--- src/rtl/cordic_floatingpoint_output_recovery_if.sv ---
// Host-side bundle of the CORDIC output recovery block:
// result strobe from the control logic plus the show-ahead queue read port.
interface cordic_floatingpoint_output_recovery_if #(
  parameter int W = 32
);
  logic         iData_valid;
  logic [3:0]   iRecovery_info;
  logic         iNo_rotation;
  logic [W-1:0] iX;
  logic [W-1:0] iY;
  logic         iRdreq;
  logic [31:0]  oX_fp;
  logic [31:0]  oY_fp;
  logic         oEmpty;
  logic         oFull;
  logic         oOverflow;

  modport master (
    output iData_valid, iRecovery_info, iNo_rotation,
    output iX, iY, iRdreq,
    input  oX_fp, oY_fp, oEmpty, oFull, oOverflow
  );

  modport slave (
    input  iData_valid, iRecovery_info, iNo_rotation,
    input  iX, iY, iRdreq,
    output oX_fp, oY_fp, oEmpty, oFull, oOverflow
  );
endinterface

--- src/rtl/cordic_floatingpoint_output_recovery.sv ---
// Quadrant recovery of CORDIC fixed-point X/Y, conversion to IEEE-754
// single precision, and a show-ahead output queue for the host.
module cordic_floatingpoint_output_recovery #(
  parameter int W     = 32,
  parameter int FRAC  = 30,
  parameter int DEPTH = 4
) (
  input logic iClk,
  input logic iReset,
  cordic_floatingpoint_output_recovery_if.slave bus
);
  localparam int PW = $clog2(W);
  localparam int AW = $clog2(DEPTH);

  function automatic logic [PW-1:0] lod(input logic [W-1:0] m);
    lod = '0;
    for (int i = 0; i < W; i++)
      if (m[i]) lod = PW'(i);
  endfunction

  // leading one moved to the top of an extended word; the 23 bits
  // below it are the truncated mantissa, zeros shifted in from below
  function automatic logic [31:0] pack(
    input logic          s,
    input logic          z,
    input logic [W-1:0]  m,
    input logic [PW-1:0] p
  );
    logic [W+22:0] n;
    logic [7:0]    e;
    int            sh;
    sh = W - 1 - int'(p);
    n = {m, 23'd0} << sh;
    e = 8'(127 - FRAC + int'(p));
    pack = z ? 32'd0 : {s, e, n[W+21 -: 23]};
  endfunction

  logic signed [W:0] a_ext;
  logic signed [W:0] b_ext;
  logic [W-1:0]      a_mag;
  logic [W-1:0]      b_mag;

  always_comb begin
    a_ext = {bus.iX[W-1], bus.iX};
    b_ext = {bus.iY[W-1], bus.iY};
    if (!bus.iNo_rotation) begin
      if (bus.iRecovery_info[0]) begin
        a_ext = {bus.iY[W-1], bus.iY};
        b_ext = {bus.iX[W-1], bus.iX};
      end
      if (bus.iRecovery_info[1]) a_ext = -a_ext;
      if (bus.iRecovery_info[2]) b_ext = -b_ext;
    end
    a_mag = W'(a_ext[W] ? -a_ext : a_ext);
    b_mag = W'(b_ext[W] ? -b_ext : b_ext);
  end

  logic         s1_valid, s1_sa, s1_sb;
  logic [W-1:0] s1_ma, s1_mb;

  always_ff @(posedge iClk or posedge iReset) begin
    if (iReset) begin
      s1_valid <= 1'b0;
      s1_sa    <= 1'b0;
      s1_sb    <= 1'b0;
      s1_ma    <= '0;
      s1_mb    <= '0;
    end else begin
      s1_valid <= bus.iData_valid;
      s1_sa    <= bus.iRecovery_info[3] ? 1'b0 : a_ext[W];
      s1_sb    <= bus.iRecovery_info[3] ? 1'b0 : b_ext[W];
      s1_ma    <= bus.iRecovery_info[3] ? '0 : a_mag;
      s1_mb    <= bus.iRecovery_info[3] ? '0 : b_mag;
    end
  end

  logic          s2_valid, s2_sa, s2_sb, s2_za, s2_zb;
  logic [W-1:0]  s2_ma, s2_mb;
  logic [PW-1:0] s2_pa, s2_pb;

  always_ff @(posedge iClk or posedge iReset) begin
    if (iReset) begin
      s2_valid <= 1'b0;
      s2_sa    <= 1'b0;
      s2_sb    <= 1'b0;
      s2_za    <= 1'b1;
      s2_zb    <= 1'b1;
      s2_ma    <= '0;
      s2_mb    <= '0;
      s2_pa    <= '0;
      s2_pb    <= '0;
    end else begin
      s2_valid <= s1_valid;
      s2_sa    <= s1_sa;
      s2_sb    <= s1_sb;
      s2_za    <= ~|s1_ma;
      s2_zb    <= ~|s1_mb;
      s2_ma    <= s1_ma;
      s2_mb    <= s1_mb;
      s2_pa    <= lod(s1_ma);
      s2_pb    <= lod(s1_mb);
    end
  end

  logic        s3_valid;
  logic [31:0] s3_x, s3_y;

  always_ff @(posedge iClk or posedge iReset) begin
    if (iReset) begin
      s3_valid <= 1'b0;
      s3_x     <= '0;
      s3_y     <= '0;
    end else begin
      s3_valid <= s2_valid;
      s3_x     <= pack(s2_sa, s2_za, s2_ma, s2_pa);
      s3_y     <= pack(s2_sb, s2_zb, s2_mb, s2_pb);
    end
  end

  logic [63:0]   mem [DEPTH];
  logic [AW-1:0] rd_ptr, wr_ptr;
  logic [AW:0]   count;
  logic          overflow;
  logic          full, empty, pop, push_ok;
  logic [63:0]   head;

  assign full    = (count == (AW+1)'(DEPTH));
  assign empty   = (count == '0);
  assign pop     = bus.iRdreq && !empty;
  // a pop in the same cycle frees the slot a full queue would refuse
  assign push_ok = s3_valid && (!full || pop);
  assign head    = mem[rd_ptr];

  always_ff @(posedge iClk) begin
    if (push_ok) mem[wr_ptr] <= {s3_x, s3_y};
  end

  always_ff @(posedge iClk or posedge iReset) begin
    if (iReset) begin
      rd_ptr   <= '0;
      wr_ptr   <= '0;
      count    <= '0;
      overflow <= 1'b0;
    end else begin
      if (pop) rd_ptr <= rd_ptr + 1'b1;
      if (push_ok) wr_ptr <= wr_ptr + 1'b1;
      if (push_ok && !pop) count <= count + 1'b1;
      else if (pop && !push_ok) count <= count - 1'b1;
      if (s3_valid && !push_ok) overflow <= 1'b1;
    end
  end

  assign bus.oX_fp     = empty ? 32'd0 : head[63:32];
  assign bus.oY_fp     = empty ? 32'd0 : head[31:0];
  assign bus.oEmpty    = empty;
  assign bus.oFull     = full;
  assign bus.oOverflow = overflow;
endmodule

--- src/flat_wrapper.sv ---
// flat-port wrapper written by rule: the top's interface ports become plain ports
module cordic_floatingpoint_output_recovery_flat 
#(
  parameter int W     = 32,
  parameter int FRAC  = 30,
  parameter int DEPTH = 4
)
  (iClk, iReset, bus_iData_valid, bus_iRecovery_info, bus_iNo_rotation, bus_iX, bus_iY, bus_iRdreq, bus_oX_fp, bus_oY_fp, bus_oEmpty, bus_oFull, bus_oOverflow);
  cordic_floatingpoint_output_recovery_if #(.W(W)) bus_i ();
  input logic iClk;
  input logic iReset;
  input wire logic [$bits(bus_i.iData_valid)-1:0] bus_iData_valid;
  input wire logic [$bits(bus_i.iRecovery_info)-1:0] bus_iRecovery_info;
  input wire logic [$bits(bus_i.iNo_rotation)-1:0] bus_iNo_rotation;
  input wire logic [$bits(bus_i.iX)-1:0] bus_iX;
  input wire logic [$bits(bus_i.iY)-1:0] bus_iY;
  input wire logic [$bits(bus_i.iRdreq)-1:0] bus_iRdreq;
  output wire logic [$bits(bus_i.oX_fp)-1:0] bus_oX_fp;
  output wire logic [$bits(bus_i.oY_fp)-1:0] bus_oY_fp;
  output wire logic [$bits(bus_i.oEmpty)-1:0] bus_oEmpty;
  output wire logic [$bits(bus_i.oFull)-1:0] bus_oFull;
  output wire logic [$bits(bus_i.oOverflow)-1:0] bus_oOverflow;
  assign bus_i.iData_valid = bus_iData_valid;
  assign bus_i.iRecovery_info = bus_iRecovery_info;
  assign bus_i.iNo_rotation = bus_iNo_rotation;
  assign bus_i.iX = bus_iX;
  assign bus_i.iY = bus_iY;
  assign bus_i.iRdreq = bus_iRdreq;
  assign bus_oX_fp = bus_i.oX_fp;
  assign bus_oY_fp = bus_i.oY_fp;
  assign bus_oEmpty = bus_i.oEmpty;
  assign bus_oFull = bus_i.oFull;
  assign bus_oOverflow = bus_i.oOverflow;
  cordic_floatingpoint_output_recovery #(.W(W), .FRAC(FRAC), .DEPTH(DEPTH)) u_core (.iClk(iClk), .iReset(iReset), .bus(bus_i));
endmodule
--- config.mk ---
export PLATFORM = sky130hd
export DESIGN_NAME = cordic_floatingpoint_output_recovery_flat
export DESIGN_NICKNAME = d
export VERILOG_FILES = /design/src/rtl/cordic_floatingpoint_output_recovery_if.sv /design/src/rtl/cordic_floatingpoint_output_recovery.sv /design/src/flat_wrapper.sv
export SDC_FILE = /design/constraint.sdc
export NUM_CORES = 1
export LEC_CHECK = 0
export CORE_UTILIZATION = 55
export DETAILED_ROUTE_END_ITERATION = 8
export DONT_BUFFER_PORTS = 1
export MAX_ROUTING_LAYER = met4
export PLACE_DENSITY = 0.73
export RECOVER_POWER = 50
export SETUP_SLACK_MARGIN = 0.05
export SLEW_MARGIN = 0
export SYNTH_ARGS = -nofsm -noshare
export SYNTH_HDL_FRONTEND = slang
export SYNTH_SLANG_ARGS = --single-unit
export TNS_END_PERCENT = 30
--- constraint.sdc ---
create_clock -name iClk -period 9.2 [get_ports iClk]
set_clock_uncertainty 0.1 [all_clocks]
set_input_delay 2.76 -clock iClk [delete_from_list [all_inputs] [get_ports iClk]]
set_output_delay 2.76 -clock iClk [all_outputs]
set_load 0.005 [all_outputs]
==> results.md <==
* Status: finished with violations
* Violations in the final reports: design-rule violations, max-capacitance violations, max-slew violations
* Layout cells sized above 1 at 0.112
* Cells on worst reg2reg path at 7
* # setup viols final at 0
* Cts bufs inserted at 45
* Root Driver: clkbuf_16
* CTS resizes at 0
* Syn Area/Cell at 11.0 µm²
* Final Hold Fails at 0
* Worst reg2reg setup slack at 5740 ps
* # IOs at 140
* Number of global-route vias before repair at 17.2k
* Setup TNS Final at 0 ps
* Design area at 0.0269 mm²
* Clock Latency Late Sink at 560 ps
* Routed WL at between 60 and 70 mm
* Main combinational cell family by area after synthesis: simple AND/OR/NAND/NOR gates
* GRT Resource Usage Total at 0.278
* Core area at 0.0453 mm²
* Gr ovfl total at 0
* Hold WS at 255 ps
* Prevailing post-synth register cell: edfxtp_1
* Clock Tree Buf Depth at 3
* Drt pass-1 iters at 8
* Leakage at 10.1 nW
* Synth Area in Simple Gates at 0.163
* CP Capture Type: register
* Die Wd at 216 µm
* Clock Sinks at roughly 470
* Yosys top cell by area: edfxtp_1
* Post-Place Cells at 2743
* Ys async rst share at 0.459
* Most frequent cell after synthesis: edfxtp_1
* RSZ-0062 raised after global routing: false
* Via-to-Cell Ratio at 6.28
* Diode count at 0
* Worst VDD drop at about 320 µV
* Synth Instances at 2293
* Xor and xnor area share after synthesis at 0.0365
* Synth Register Bits at 473
* Synthesized area at 0.0252 mm²
* Crit Reg-Reg Startpoint: u_core.s2_pa[0]$_DFF_PP0_
* CP Launch Type: input pin
* Required time of the worst setup path at about 9500 ps
* Synth top cells by count: edfxtp_1, nor2_1, dfrtp_1
* Crit Path Max Fanout at 150
* Global placement routability congestion at 0.993
* Post-synth cell types at 99
* Type of the worst min-delay path: reg2reg
* Fin crit period at 6510 ps
* Area contributors post-synth: edfxtp_1, dfrtp_1, mux4_2
* Crit path to: u_core.s1_mb[11]$_DFF_PP0_
* Post-place instance area at 0.0255 mm²
* Ys Warns at 0
* CTS clk-pin slew, worst paths at approximately 60 ps
* Max Slew Vio Count at 85
* Crit path kind: in2reg
* Mux cell area share after synthesis at 0.119
* Worst rel slew slack at -0.167
* EDFF count, synth at approximately 260
* PortBufs at 0
* Die height at 216 µm
* H-Tree Depth at 2
* Seq/Total Area, Yosys at 0.520
* Initial antenna violation count at 0
* Die footprint at about 0.047 mm²
* CTS tree: yes
* Total power at 0.00722 W
* Detail Route Antenna Nets at 0
* Nets at 2275
* Worst Tran Pin Value at 1750 ps
* Share of the synthesized area in the top cell type at 0.305
* Crit path launch: bus_iRecovery_info[0]
* Post-Synth Adder-Cell Area at 0.00625
* Synth Net Count at between 2k and 2.5k
* Compound-Gate Fraction of Synth Area at 0.121
* First-pass GRT wire length at 98.8 mm
* Arrival @ worst endpoint at 6860 ps
* Pin count of the biggest net entering global routing at 151
* Crit Reg-Reg Endpoint: u_core.s3_x[20]$_DFF_PP0_
* Tcrit/Tclk final at 0.708
* Pwr dens at 268 mW/mm²
* Initial core utilization at 0.557
* Final non-filler cell total at 2826
* Drt drc at 2
* Row cnt at ~80
* # Post-CTS Setup Buffers at 0
* Peak Freq at 0.154 GHz
* Iteration-0 DRC Markers at 1885
* Detailed placement HPWL at 43.3 mm
* Layout area overhead at 6.88%
* Wirelength per Cell at roughly 22 µm
* Max-cap violations at 2
* Via count at roughly 18k
* Hold_buf cts at 0
==> report_power, final <==
part | internal [W] | switching [W] | leakage (nW) | total, W
clock network | 0.00106 | 0.000790 | 0.733 | 0.00185
registers | 0.00291 | 0.000368 | 5.07 | 0.00328
logic | 0.000930 | 0.00116 | 4.32 | 0.00209
==> registers in the layout (all words and copies together), names as in the netlist, 5 cells and up <==
name / flops
u_core.s2_ma: 31
u_core.s3_x: 32
u_core.s2_mb: 31
u_core.s1_ma: 32
u_core.mem: 256
u_core.s3_y: 32
u_core.s1_mb: 32
u_core.s2_pb: 5
u_core.s2_pa: 5
==> how the worst min path moves through the flow <==
stage	slack [ps]	cells after the start	to	from
floorplan	230	0	u_core.s2_sa$_DFF_PP0_	u_core.s1_sa$_DFF_PP0_
global placement	230	0	u_core.s3_valid$_DFF_PP0_	u_core.s2_valid$_DFF_PP0_
detailed placement	240	0	u_core.s3_valid$_DFF_PP0_	u_core.s2_valid$_DFF_PP0_
CTS	260	0	u_core.s3_valid$_DFF_PP0_	u_core.s2_valid$_DFF_PP0_
global route	260	0	u_core.s3_valid$_DFF_PP0_	u_core.s2_valid$_DFF_PP0_
finish	250	0	u_core.s3_valid$_DFF_PP0_	u_core.s2_valid$_DFF_PP0_
==> cell families (layout without fill, tap and decap cells) <==
| kind of cell | Yosys count | after routing |
|---|---|---|
| simple gates | 832 | 832 |
| flops | 473 | 473 |
| compound gates | 456 | 456 |
| buf+inv | 213 | 146 |
| mux | 202 | 202 |
| xor+xnor | 105 | 105 |
| fa+ha+maj | 12 | 12 |
==> worst max-delay path, cell delays in order <==
cell and delay (ps):
nand2_1 90, a21boi_0 190, ha_1 310, nand4b_1 440, a2111oi_1 1060, nand4b_1 220
o21ai_0 230, a21oi_1 60, a31oi_1 210, o21a_1 830, a21oi_1 130, xnor2_1 210
nor2_1 60
==> cells in the final DEF (no fill, tap or decap), types with 17 or more instances in the layout <==
cell / n
edfxtp_1: 256
nor2_1: 250
dfrtp_1: 213
nand2_1: 197
a21oi_1: 126
o21ai_0: 98
mux2i_1: 95
mux4_2: 76
and2_1: 75
nor3_1: 59
xnor2_1: 58
xor2_1: 47
clkbuf_16: 45
nand3_1: 44
nor2b_1: 39
inv_1: 37
nor4_1: 32
a211oi_1: 31
mux2_2: 24
or3_1: 24
o31ai_1: 22
buf_4: 19
nand2b_1: 17
==> metal layers <==
layer	global-route usage	routed length (µm)
met5	-	0
met4	0.0831	1790
met3	0.0634	4760
met2	0.427	29200
met1	0.371	27200
==> stage by stage <==
step,setup slack [ps],util
floorplan,407,-
global placement,2430,0.562
detailed placement,2280,0.562
CTS,2840,0.595
global route,2320,0.595
finish,2690,0.595
==> final cells by class <==
| cell class | instances | area, µm² |
|---|---|---|
| tap | 600 | 751 |
| fill | 3584 | 18300 |
| clock inverter | 22 | 239 |
| sequential | 473 | 13100 |
| clock buffer | 61 | 1260 |
| inverter | 44 | 173 |
| multi-input combinational | 1607 | 11300 |
| timing repair buffer | 19 | 143 |
Note: power is estimated with default switching activity, not from simulation.
